### src/rtl/paint_brush_ctrl.sv
// Paint-canvas sequencer: square brush with edge clipping, eraser mode, and
// palette/cursor overlay hand-off. Brush pixels leave through a valid/ready write port.
module paint_brush_ctrl #(
  parameter int unsigned         COORD_W   = 8,
  parameter int unsigned         COLOR_W   = 8,
  parameter int unsigned         CANVAS_W  = 64,
  parameter int unsigned         CANVAS_H  = 64,
  parameter int unsigned         MAX_BRUSH = 4,
  parameter logic [COLOR_W-1:0]  BG_COLOR  = '0
) (
  input  logic                             clk,
  input  logic                             rst_n,
  input  logic                             init,
  input  logic [COORD_W-1:0]               cur_x,
  input  logic [COORD_W-1:0]               cur_y,
  input  logic [COORD_W-1:0]               pal_x,
  input  logic [COORD_W-1:0]               pal_y,
  input  logic                             key_c,
  input  logic                             key_enter,
  input  logic                             key_size,
  input  logic                             key_erase,
  input  logic                             key_pal_sel,
  input  logic                             cursor_done,
  input  logic                             palette_done,
  input  logic                             wr_ready,
  output logic                             wr_valid,
  output logic [COORD_W-1:0]               wr_x,
  output logic [COORD_W-1:0]               wr_y,
  output logic [COLOR_W-1:0]               wr_data,
  output logic                             cursor_start,
  output logic                             palette_start,
  output logic [COLOR_W-1:0]               color,
  output logic [$clog2(MAX_BRUSH+1)-1:0]   brush_size,
  output logic                             eraser,
  output logic                             busy
);

  localparam int unsigned BW   = $clog2(MAX_BRUSH + 1);
  localparam int unsigned XW   = COORD_W + 1;
  localparam int unsigned HALF = COLOR_W / 2;

  typedef enum logic [2:0] {
    IDLE,
    LATCH,
    DECODE,
    PAINT,
    CURSOR,
    PALETTE,
    PAL_CHK,
    SET_COLOR
  } state_t;

  state_t              state;
  logic [COORD_W-1:0]  ax;
  logic [COORD_W-1:0]  ay;
  logic [BW-1:0]       ox;
  logic [BW-1:0]       oy;

  logic [XW-1:0]       ax_ext;
  logic [XW-1:0]       ay_ext;
  logic [XW-1:0]       rem_x;
  logic [XW-1:0]       rem_y;
  logic [BW-1:0]       nx;
  logic [BW-1:0]       ny;
  logic [BW-1:0]       ox_nxt;
  logic [BW-1:0]       oy_nxt;
  logic [XW-1:0]       px_nxt;
  logic [XW-1:0]       py_nxt;
  logic                last_px;
  logic                all_clipped;
  logic [COLOR_W-1:0]  pix_color;
  logic                unused_pal;

  assign unused_pal = ^{pal_x[COORD_W-1:HALF], pal_y[COORD_W-1:HALF]};

  // Clipping reduces the brush to an nx-by-ny rectangle of on-canvas pixels,
  // so skipped pixels never cost a cycle and never reach the write port.
  always_comb begin
    ax_ext      = {1'b0, ax};
    ay_ext      = {1'b0, ay};
    rem_x       = (ax_ext < XW'(CANVAS_W)) ? XW'(CANVAS_W) - ax_ext : '0;
    rem_y       = (ay_ext < XW'(CANVAS_H)) ? XW'(CANVAS_H) - ay_ext : '0;
    nx          = (rem_x < XW'(brush_size)) ? BW'(rem_x) : brush_size;
    ny          = (rem_y < XW'(brush_size)) ? BW'(rem_y) : brush_size;
    all_clipped = (nx == '0) || (ny == '0);
    last_px     = (ox == nx - BW'(1)) && (oy == ny - BW'(1));
    if (ox + BW'(1) < nx) begin
      ox_nxt = ox + BW'(1);
      oy_nxt = oy;
    end else begin
      ox_nxt = '0;
      oy_nxt = oy + BW'(1);
    end
    px_nxt    = ax_ext + XW'(ox_nxt);
    py_nxt    = ay_ext + XW'(oy_nxt);
    pix_color = eraser ? BG_COLOR : color;
  end

  // Sequencer with all outputs registered alongside the state.
  always_ff @(posedge clk or negedge rst_n) begin
    if (!rst_n) begin
      state         <= IDLE;
      ax            <= '0;
      ay            <= '0;
      ox            <= '0;
      oy            <= '0;
      wr_valid      <= 1'b0;
      wr_x          <= '0;
      wr_y          <= '0;
      wr_data       <= BG_COLOR;
      cursor_start  <= 1'b0;
      palette_start <= 1'b0;
      color         <= BG_COLOR;
      brush_size    <= BW'(1);
      eraser        <= 1'b0;
      busy          <= 1'b0;
    end else begin
      case (state)
        IDLE: begin
          if (init) begin
            state <= LATCH;
            busy  <= 1'b1;
          end
        end
        LATCH: begin
          ax    <= cur_x;
          ay    <= cur_y;
          state <= DECODE;
        end
        DECODE: begin
          if (key_c) begin
            state         <= PALETTE;
            palette_start <= 1'b1;
          end else if (key_enter) begin
            state <= PAINT;
            ox    <= '0;
            oy    <= '0;
          end else if (key_size) begin
            brush_size <= (brush_size == BW'(MAX_BRUSH)) ? BW'(1) : brush_size + BW'(1);
            state      <= LATCH;
          end else if (key_erase) begin
            eraser <= ~eraser;
            state  <= LATCH;
          end else begin
            state        <= CURSOR;
            cursor_start <= 1'b1;
          end
        end
        PAINT: begin
          // First PAINT cycle presents the anchor pixel; later cycles advance on handshake.
          if (!wr_valid) begin
            if (all_clipped) begin
              state <= LATCH;
            end else begin
              wr_valid <= 1'b1;
              wr_x     <= ax;
              wr_y     <= ay;
              wr_data  <= pix_color;
            end
          end else if (wr_ready) begin
            if (last_px) begin
              wr_valid <= 1'b0;
              state    <= LATCH;
            end else begin
              ox   <= ox_nxt;
              oy   <= oy_nxt;
              wr_x <= COORD_W'(px_nxt);
              wr_y <= COORD_W'(py_nxt);
            end
          end
        end
        CURSOR: begin
          if (cursor_done) begin
            cursor_start <= 1'b0;
            state        <= LATCH;
          end
        end
        PALETTE: begin
          if (palette_done) begin
            palette_start <= 1'b0;
            state         <= PAL_CHK;
          end
        end
        PAL_CHK: begin
          if (key_pal_sel) begin
            state <= SET_COLOR;
          end else begin
            state         <= PALETTE;
            palette_start <= 1'b1;
          end
        end
        SET_COLOR: begin
          color  <= {pal_x[HALF-1:0], pal_y[HALF-1:0]};
          eraser <= 1'b0;
          state  <= LATCH;
        end
        default: state <= IDLE;
      endcase
    end
  end

endmodule

### config.mk
export PLATFORM = sky130hd
export DESIGN_NAME = paint_brush_ctrl
export DESIGN_NICKNAME = d
export VERILOG_FILES = /design/src/rtl/paint_brush_ctrl.sv
export SDC_FILE = /design/constraint.sdc
export NUM_CORES = 1
export LEC_CHECK = 0
export CORE_ASPECT_RATIO = 1.75
export CORE_MARGIN = 3
export CORE_UTILIZATION = 55
export DETAILED_ROUTE_END_ITERATION = 8
export GPL_TIMING_DRIVEN = 0
export PLACE_DENSITY = 0.85
export SLEW_MARGIN = 10
export SYNTH_ARGS = -nofsm -noshare
export SYNTH_HDL_FRONTEND = slang
export SYNTH_SLANG_ARGS = --single-unit
### constraint.sdc
create_clock -name clk -period 11.9 [get_ports clk]
set_input_delay 1.19 -clock clk [delete_from_list [all_inputs] [get_ports clk]]
set_output_delay 1.19 -clock clk [all_outputs]
set_load 0.05 [all_outputs]
# Yosys cells after proc, flatten, opt, wreduce, memory -nomap -nowiden
# Index checks and enable logic that the tools add are counted.
# op_classes
n_addsub	9
magnitude_cmp	5
n_eq_ne	30
muxes	58
n_bitwise	5
reduce_logical	18
# op_table
cell	count
$mux W3	24
$mux W8	9
$ne A2 B2 Y1 const B	17
$pmux W3 S8	1
$lt A9 B3 Y1	2
$mux W9	2
$reduce_and A6 Y1	3
$sub A7 B8 Y9 const A	2
$add A8 B3 Y8	2
$lt A8 B7 Y1 const B	2
$mux W1	16
$eq A3 B3 Y1 const B	5
$pmux W3 S2	2
$reduce_and A4 Y1	3
$add A3 B1 Y3 const B	3
$logic_not A3 Y1	3
$ne A3 B3 Y1 const B	3
$eq A3 B2 Y1 const B	2
$eq A3 B3 Y1	2
$reduce_bool A2 Y1	3
$sub A3 B1 Y3 const B	2
$not A1 Y1	5
$reduce_and A5 Y1	1
$pmux W1 S2	2
other kinds (9)	9
# totals
ff_bits	65
out_inout_bits	40

# Longest topological paths before layout
# Gate-level depths: netlist of the first run.
# depth
word_depth	11
ltp_mapped	25
ltp_nobuf	25

# Least setup slack after synthesis of the first run
# Ideal clock, no wire load.
# synth_path
kind	register to register
from	reg ax[6]
to	reg wr_y[7]
arrival_ps	4734
setup_slack_ps	7041
path_stages_with_launch	25
path_buffers	0
period_less_slack_ps	4859
cell_sequence	dfrtp_1 > nor4b_2 > a41oi_1 > nor2_1 > and2_1 > ha_1 > nand2_1 > maj3_1 > and4_1 > and4_1 > a21oi_2 > inv_1 > ha_1 > nand2b_1 > a221o_1 > nand2_1 > o21ai_0 > ha_1 > a21o_1 > a21oi_1 > nor2b_1 > and3_1 > nand3_1 > xnor2_1 > mux2_4
# synth_via
elab_chain_len	10
# synth_rtl
element	line_no	rtl
start, declared	54	logic [COORD_W-1:0] ax;
start signal, assigned	126	ax <= cur_x;
$sub A7 B8 Y9 or $lt A8 B7 Y1 (tied branches)	81	rem_x = (ax_ext < XW'(CANVAS_W)) ? XW'(CANVAS_W) - ax_ext : '0;
$mux W9 (*)	81	
$lt A9 B3 Y1	83	nx = (rem_x < XW'(brush_size)) ? BW'(rem_x) : brush_size;
$mux W3 (*)	83	
$lt A3 B3 Y1	87	if (ox + BW'(1) < nx) begin
$mux W3	87	
$add A8 B3 Y8	95	py_nxt = ay_ext + XW'(oy_nxt);
$mux W8	161	if (last_px) begin
$mux W8	160	end else if (wr_ready) begin
$mux W8	151	if (!wr_valid) begin
end signal, assigned	157	wr_y <= ay;
end signal, assigned	168	wr_y <= COORD_W'(py_nxt);
end, declared	28	output logic [COORD_W-1:0] wr_y,
# Every way passes the cells marked *; elsewhere a longest branch is shown, timed or not. The select of a mux whose other input is x is not followed.
# A chain may end at the register's enable or synchronous reset.

# Final worst setup path of the first run
# Same ends and word-level chain as after synthesis.

==> results of run 1 <==
-- metrics by stage --
stage               hold WS, ns  std cells  util, %
finish                    0.470        566     73.3
CTS                       0.479        566     73.3
floorplan                 0.503        392        -
global route              0.500        566     73.3
detailed placement        0.468        550     69.4
global placement          0.441        550     69.4
-- worst paths after layout --
kind,from,end,slack [ns],cells past startpoint
min reg2reg,busy,busy,0.47,1
min in group asynchronous,rst_n,color[5],0.95,1
min,busy,busy,0.47,1
max reg2reg,ax[6],wr_y[7],6.44,24
max in group asynchronous,rst_n,ay[5],10.42,1
max,ax[6],wr_y[7],6.44,24
-- flip-flops by register name (all words and copies together) (netlist names) --
signal / count
brush_size: 3
cursor_start: 1
wr_data: 8
wr_x: 8
state: 3
oy: 3
ay: 8
eraser: 1
color: 8
palette_start: 1
ax: 8
busy: 1
wr_y: 8
ox: 3
wr_valid: 1
-- kinds of logic (layout without fill, tap and decap cells) --
| family | Yosys count | in the layout |
|---|---|---|
| XOR/XNOR | 23 | 23 |
| buffers and inverters | 38 | 128 |
| multiplexers | 41 | 41 |
| flip-flops | 65 | 65 |
| AND/OR/NAND/NOR | 116 | 116 |
| AO/OA/AOI/OAI | 86 | 86 |
| adder cells (fa/ha/maj) | 23 | 23 |
-- layout by cell type (no fill, tap or decap), drive strengths merged, types with 8 or more instances in the layout --
master	n
clkdlybuf4s50	73
xor2	11
dfrtp	64
nand3	9
xnor2	12
and3	8
o21ai	24
nor3	10
nand3b	9
a21oi	25
mux2	37
inv	24
nand2	30
nor2	21
clkbuf	25
ha	20
-- layout make-up --
cell class	count	area, um2
Inverter	24	90.1
Multi-Input combinational cell	289	2230
Buffer	14	71.3
Sequential cell	65	1630
Fill cell	520	1870
Tap cell	84	105
Clock buffer	16	272
Timing Repair Buffer	74	738
-- per-layer routing --
layer	part of all wire [%]	vias up	wire, um
li1	-	1574	-
met1	38	1595	3620
met2	54	99	5140
met3	4.4	31	420
met4	4.3	0	414
met5	0	-	0
==> flow_metrics.tcl, run 1 <==
set metrics [dict create \
    drc_errors 0 \
    met1_usage_pct 25.8 \
    drv_cap 0 \
    hold_buffers 0 \
    grt_max_degree 66 \
    grt_pass1_wl_mm 15.9 \
    start_util_pct 57.4 \
    grt_antenna_before_repair 0 \
    hold_viol 0 \
    min_path_type "reg2reg" \
    synth-edff-count 0 \
    worstSetupPathType "reg2reg" \
    worst_ep_arrival_time_ns 5.67 \
    worstSetupStartpointType "flop" \
    netlist_instances 392 \
    finalMaxSlewViolations 0 \
    synth_top_family_by_area "compound AO/OA/AOI/OAI gates" \
    placed_area_um2 4860 \
    busiest_layer "met2" \
    gp_congestion 0.881 \
    io_pins 83 \
    clockBufferDepth 2 \
    cts-root-buf "clkbuf_16" \
    drive_gt1_share_pct 14.3 \
    yosysUniqueCellTypes 61 \
    required_ns 12.11 \
    drtPass1Iterations 4 \
    die_area_um2 8410 \
    cts_made_buffers 9 \
    synthAdderAreaFrac_pct 7.47 \
    routed_via_density 5.83 \
    syn_nets 457 \
    ys.warnings.count 0 \
    nets 542 \
    worst_pin_slew_ns 0.805 \
    endpoint_kind "flop" \
    vias 3299 \
    clock_sinks 65 \
    clkLatencyLatePin_ns 0.33 \
    coreArea_um2 7010 \
    crit_family "simple AND/OR/NAND/NOR gates" \
    ys_seq_elements 65 \
    track_usage_pct 24.0 \
    fmax_ghz 0.183 \
    rows 40 \
    setup-tns-final_ns 0 \
    critPathBufInv 1 \
    synthMuxAreaShare_pct 12.3 \
    yosysTopAreaCell "dfrtp_1" \
    synth.most_common_cell "dfrtp_1" \
    synth_ff_type "dfrtp_1" \
    die_y_um 119 \
    synth_compound_area_share_pct 15.4 \
    wl_per_cell_um 17.0 \
    post-place-ws_ns 6.46 \
    cts_resized 0 \
    status "finished, final reports clean" \
    cp_max_fo 5 \
    final_area_um2 5130 \
    fin_ws_ns 6.44 \
    clk_pin_slew_worst_paths_ns 0.05 \
    die_w_um 70.6 \
    finClkSkew_ns 0.00415 \
    finalSetupViolCount 0 \
    ant_nets 0 \
    use_met3_pct 4.65 \
    grt_pass1_vias 3483 \
    drt-total-wl_mm 9.59 \
    synthSimpleGateAreaFrac_pct 15.3 \
    portBuffers 74 \
    syn_to_final_growth_pct 27.7 \
    avgSynthCellArea_um2 10.3 \
    synthXorXnorAreaFrac_pct 5.01 \
    ys_top_cells_by_count "dfrtp_1 (64), nand2_1 (30), mux2_2 (27)" \
    rsz0062_at_grt "false" \
    synth_area_leaders "dfrtp_1 (40%), mux2_2 (7.6%), ha_1 (6.2%)" \
    critical-path-top-cell-by-count "ha_1" \
    num_antenna_cells 0 \
    overflow 0 \
    postCtsSetupRepairBufs 0 \
    postSynth.asyncResetShare_pct 100 \
    ys_seq_area_share_pct 40.5 \
    synth_area_um2 4020 \
    slowest_delay_ns 0.43 \
    synth_top_area_share_pct 39.8 \
    cts_tree "built" \
    cp_cell_sequence "nor4b_2, a41oi_1, nor2_1, and2_1, ha_1, nand2_1, maj3_1, and4_1, and4_1, a21oi_2, inv_1, ha_1, nand2b_1, a221o_1, nand2_1, o21ai_0, ha_1, a21o_1, a21oi_1, nor2b_1, and3_1, nand3_1, xnor2_1, mux2_4" \
    htreeDepth 3 \
    critPathSlowestCell "a41oi_1" \
    drtIter0Drc 211 \
    grt_util_met2_pct 43.5 \
    dp_hpwl_mm 7.24 \
    fin_crit_ns 5.46 \
    post-route-period-util_pct 45.9 \
    slew-limit-headroom_pct 46.3 \
]
Power of run 1 is not shown: default switching activity piles up to over one toggle a cycle in this logic, so the estimate is an artifact.
==> inputs of run 2 (changes only) <==
CORE_UTILIZATION = 52   (was 55)
PLACE_DENSITY = 0.81   (was 0.85)
clock period = 5.1 ns   (was 11.9 ns; I/O delays follow)
==> run 2 against run 1 <==
Via count rose by 4.1%. Core utilization up 0.24 points. Die area is 5.4% higher. Count of clock-buffer cells in the layout is 4 lower. Non-clock buffer count is 16 higher. Fmax up 10%. Global-route usage grew 0.40 points. Flip-flop and latch count is the same. First-iteration DRC count grew 17%. Sequential share of layout area shrank 1.7 points. Hold slack got worse by 0.20 ns. Worst setup slack got worse by 6.3 ns. Critical path type unchanged. Largest cell class unchanged. Highest routed layer unchanged.
==> flow_metrics.tcl, run 2 (same netlist as run 1, synthesis figures left out) <==
set metrics [dict create \
    coreArea_um2 7390 \
    worstSetupPathType "reg2reg" \
    most-common-layout-cells "clkdlybuf4s50_1 (73), dfrtp_1 (61), nand2_1 (29)" \
    grt_pass1_wl_mm 16.6 \
    drtPass1Iterations 4 \
    drv_cap 0 \
    cts_tree "built" \
    drtIter0Drc 247 \
    final_area_um2 5430 \
    finalSetupViolCount 0 \
    clkLatencyLatePin_ns 0.34 \
    placed_area_um2 4870 \
    endpoint_kind "flop" \
    rows 41 \
    fmax_ghz 0.202 \
    start_util_pct 54.4 \
    clk_pin_slew_worst_paths_ns 0.05 \
    drc_errors 0 \
    multiInputGateArea_um2 2380 \
    grt_pass1_vias 3573 \
    num_antenna_cells 0 \
    die_w_um 72.5 \
    wl_per_cell_um 17.9 \
    dp_hpwl_mm 7.21 \
    worst_ep_arrival_time_ns 5.16 \
    layout.cells.most_common "clkdlybuf4s50_1" \
    grt_antenna_before_repair 0 \
    routed_via_density 5.89 \
    worstSetupStartpointType "flop" \
    min_path_type "in2async" \
    clock_sinks 65 \
    clockBufferDepth 2 \
    fillCellCount 528 \
    vias 3435 \
    io_pins 83 \
    cts-root-buf "clkbuf_16" \
    cts_made_buffers 9 \
    track_usage_pct 24.4 \
    drt-total-wl_mm 10.4 \
    r2r_setup_slack_ns 0.16 \
    worst_pin_slew_ns 0.807 \
    grt_max_degree 66 \
    hold_buffers 0 \
    finalMaxSlewViolations 0 \
    die_area_um2 8860 \
    ant_nets 0 \
    nets 558 \
    cp-startpoint "ax[7]" \
    final-seq-area_um2 1630 \
    syn_to_final_growth_pct 35.1 \
    overflow 0 \
    required_ns 5.31 \
    die_y_um 122 \
    portBuffers 74 \
    htreeDepth 3 \
    cp_max_fo 5 \
    status "finished, final reports clean" \
    hold_viol 0 \
    slew-limit-headroom_pct 46.2 \
    gp_congestion 0.904 \
    drive_gt1_share_pct 23.7 \
    r2r_start "ax[7]" \
    fin_crit_ns 4.94 \
    finClkSkew_ns 0.00665 \
    post-route-period-util_pct 97.0 \
]
run 2: cell count changes in the layout (fill, tap and decap cells not counted), sizes merged:
| cell | previous run | this run |
|---|---|---|
| buf | 6 | 22 |
| bufinv | 0 | 1 |
| clkinv | 0 | 2 |
| clkbuf | 25 | 21 |
run 2: worst max-delay path, cell delays in order, from the launching register on:
cell,delay [ns]
dfrtp_2,0.44
nor4b_4,0.34
and3_4,0.26
nor2_2,0.05
and2_4,0.17
ha_4,0.26
nand2_1,0.06
maj3_2,0.32
and4_4,0.19
and4_1,0.21
a21oi_2,0.13
inv_1,0.06
ha_1,0.19
nand2b_4,0.16
a221o_1,0.41
a21oi_2,0.26
xor2_2,0.13
ha_4,0.29
buf_4,0.11
a21oi_2,0.05
nor2_1,0.18
nand3_1,0.12
xnor2_1,0.16
mux2_2,0.26
run 2: timing repair:
| item | CTS | global route |
|---|---|---|
| setup endpoints to repair | 11 | 15 |
| buffers inserted | 8 | 8 |
| endpoints found under the hold margin | 0 | 0 |
| pin swaps | 6 | 15 |
| resized for setup | 16 | 22 |
run 2: worst paths after layout:
path                       depth (start not counted)          to
max                                               23     wr_y[6]
min                                                1  wr_data[6]
max reg2reg                                       23     wr_y[6]
min reg2reg                                        1        busy
max in group asynchronous                          1       ax[7]
min in group clk                                   1        busy
run 2: metal layers:
layer | global-route usage [%] | part of all wire, %
met1 | 26.2 | 37
met2 | 43.3 | 54
met3 | 5.82 | 4.8
met4 | 13.3 | 4.1
met5 | 0 | 0
run 2: per-stage QoR:
| step | setup slack (ns) | instances | TNS [ns] | utilization (%) | hold WS, ns |
|---|---|---|---|---|---|
| 2_1_floorplan | 0.241 | 392 | 0 | - | 0.214 |
| 4_1_cts | 0.0109 | 575 | 0 | 71.4 | 0.311 |
| 3_3_place_gp | -0.148 | 552 | -0.497 | 65.9 | 0.443 |
| 5_1_grt | -0.0745 | 583 | -0.236 | 73.5 | 0.343 |
| 6_report | 0.155 | 583 | 0 | 73.5 | 0.274 |
| 3_5_place_dp | -0.233 | 552 | -1.01 | 65.9 | 0.451 |
run 2: cell type report:
type,count,area share [%]
inverter,24,1.66
tap,86,1.98
timing repair buffer,90,15.8
clock buffer,12,4.72
multi-input combinational,289,43.7
sequential,65,30.0
clock inverter,3,0.737
buffer,14,1.31
Power of run 2 is left out for the same reason.
==> inputs of run 3 (changes only) <==
PLACE_DENSITY = 0.77   (was 0.81)
==> run 3 against run 2 <==
Non-clock buffer count stayed put. Global-route usage down 0.068 points. Clock skew shrank 0.0018 ns. Critical path depth did not move. Final area increased by 0.71%. Via count up 1.1%. Final cell count up 0.17%. Routed wire length is 0.86% higher. First-iteration DRC count decreased by 32%. Largest cell class unchanged.
==> flow_metrics.tcl, run 3 (same netlist as run 1, synthesis figures left out) <==
set metrics [dict create \
    status "finished, final reports clean" \
    track_usage_pct 24.4 \
    dp.cells 553 \
    min_path_type "in2async" \
    cts-root-buf "clkbuf_16" \
    syn_to_final_growth_pct 36.1 \
    clock_sinks 65 \
    drive_gt1_share_pct 23.1 \
    routed_via_density 5.95 \
    finalSetupViolCount 0 \
    stdcell_count 584 \
    start_util_pct 54.4 \
    hold_viol 0 \
    slowest_delay_ns 0.44 \
    finClkSkew_ns 0.00489 \
    worstSetupStartpointType "flop" \
    io_pins 83 \
    nets 558 \
    cp_cell_sequence "nor4b_4, and3_4, nor2_1, and2_4, ha_4, nand2_1, maj3_2, and4_4, and4_1, a21oi_2, inv_1, ha_2, nand2b_4, a221o_1, and3_1, ha_1, a21o_1, a21oi_1, nor2b_1, and3_1, nand3_1, xnor2_1, mux2_4" \
    cp_max_fo 5 \
    vias 3473 \
    overflow 0 \
    htreeDepth 3 \
    wl_per_cell_um 18.0 \
    worstSetupPathType "reg2reg" \
    most-common-layout-cells "clkdlybuf4s50_1 (73), dfrtp_1 (61), nand2_1 (29)" \
    fmax_ghz 0.203 \
    layout.cells.most_common "clkdlybuf4s50_1" \
    clkLatencyLatePin_ns 0.33 \
    critPathBufInv 1 \
    rows 41 \
    hold_ws_ns 0.0887 \
    die_area_um2 8860 \
    num_antenna_cells 0 \
    crit_family "simple AND/OR/NAND/NOR gates" \
    endpoint_kind "flop" \
    ant_nets 0 \
    grt_antenna_before_repair 0 \
    portBuffers 74 \
    cts_made_buffers 9 \
    grt_max_degree 39 \
    required_ns 5.32 \
    drtIter0Drc 167 \
    drc_errors 0 \
    fin_crit_ns 4.93 \
    drt-total-wl_mm 10.5 \
    fillCellCount 532 \
    coreArea_um2 7390 \
    gp_congestion 0.880 \
    slew-limit-headroom_pct 53.1 \
    worst_pin_slew_ns 0.701 \
    worst_ep_arrival_time_ns 5.14 \
    clk_pin_slew_worst_paths_ns 0.06 \
    clockBufferDepth 2 \
    die_w_um 72.5 \
    final_area_um2 5470 \
    drv_cap 0 \
    grt_pass1_wl_mm 16.6 \
    finalMaxSlewViolations 0 \
    drtPass1Iterations 5 \
    post-route-period-util_pct 96.6 \
    cts_tree "built" \
    placed_area_um2 4890 \
    die_y_um 122 \
    critPathSlowestCell "dfrtp_2" \
    grt_pass1_vias 3576 \
    dp_hpwl_mm 7.29 \
    critical-path-top-cell-by-count "and3_1" \
]
[run 3: cell types whose count changed in the layout (fill, tap and decap cells not counted), sizes merged]
| cell | previous run | this run |
|---|---|---|
| bufinv | 1 | 4 |
| clkbuf | 21 | 18 |
| clkinv | 2 | 3 |
[run 3: path summary, 6_finish.rpt]
check	endpoint	cells after the start	from	slack, ns
setup / recovery	wr_x[7]	23	ax[7]	0.17
hold / removal	color[3]	1	rst_n	0.09
setup reg to reg	wr_x[7]	23	ax[7]	0.17
hold reg to reg	busy	1	busy	0.46
max in group asynchronous	brush_size[0]	2	rst_n	4.42
min in group clk	busy	1	busy	0.46
[run 3: layout make-up]
class | count | area [um2] | share of cell area [%]
multi-input cells | 289 | 2330 | 42.6
flip-flops and latches | 65 | 1630 | 29.8
repair buffers | 90 | 871 | 15.9
clock buffers | 9 | 225 | 4.12
clock inverters | 7 | 143 | 2.61
well taps | 86 | 108 | 1.97
inverters | 24 | 90.1 | 1.65
plain buffers | 14 | 71.3 | 1.30
[run 3: per-layer routing]
layer	global-route usage [%]	part of all wire [%]	vias up
li1	-	-	1616
met1	25.1	37	1683
met2	43.7	53	124
met3	4.59	5.1	50
met4	15.9	4.8	0
met5	0	0	-
[run 3: timing repair]
action | in CTS | in global routing
hold buffers | 0 | 0
gates cloned | 0 | 0
pin swaps | 6 | 8
setup endpoints to repair | 11 | 15
resized for setup | 11 | 18
buffers inserted | 7 | 8
hold endpoints to repair | 0 | 0
[run 3: stage by stage]
| step | setup WS [ns] | setup TNS (ns) | util (%) |
|---|---|---|---|
| 2_1_floorplan | 0.241 | 0 | - |
| 3_3_place_gp | -0.170 | -0.477 | 65.9 |
| 3_5_place_dp | -0.279 | -0.870 | 66.1 |
| 4_1_cts | 0.00632 | 0 | 72.3 |
| 5_1_grt | -0.0338 | -0.0869 | 74.1 |
| 6_report | 0.174 | 0 | 74.1 |
Power of run 3 is left out for the same reason.
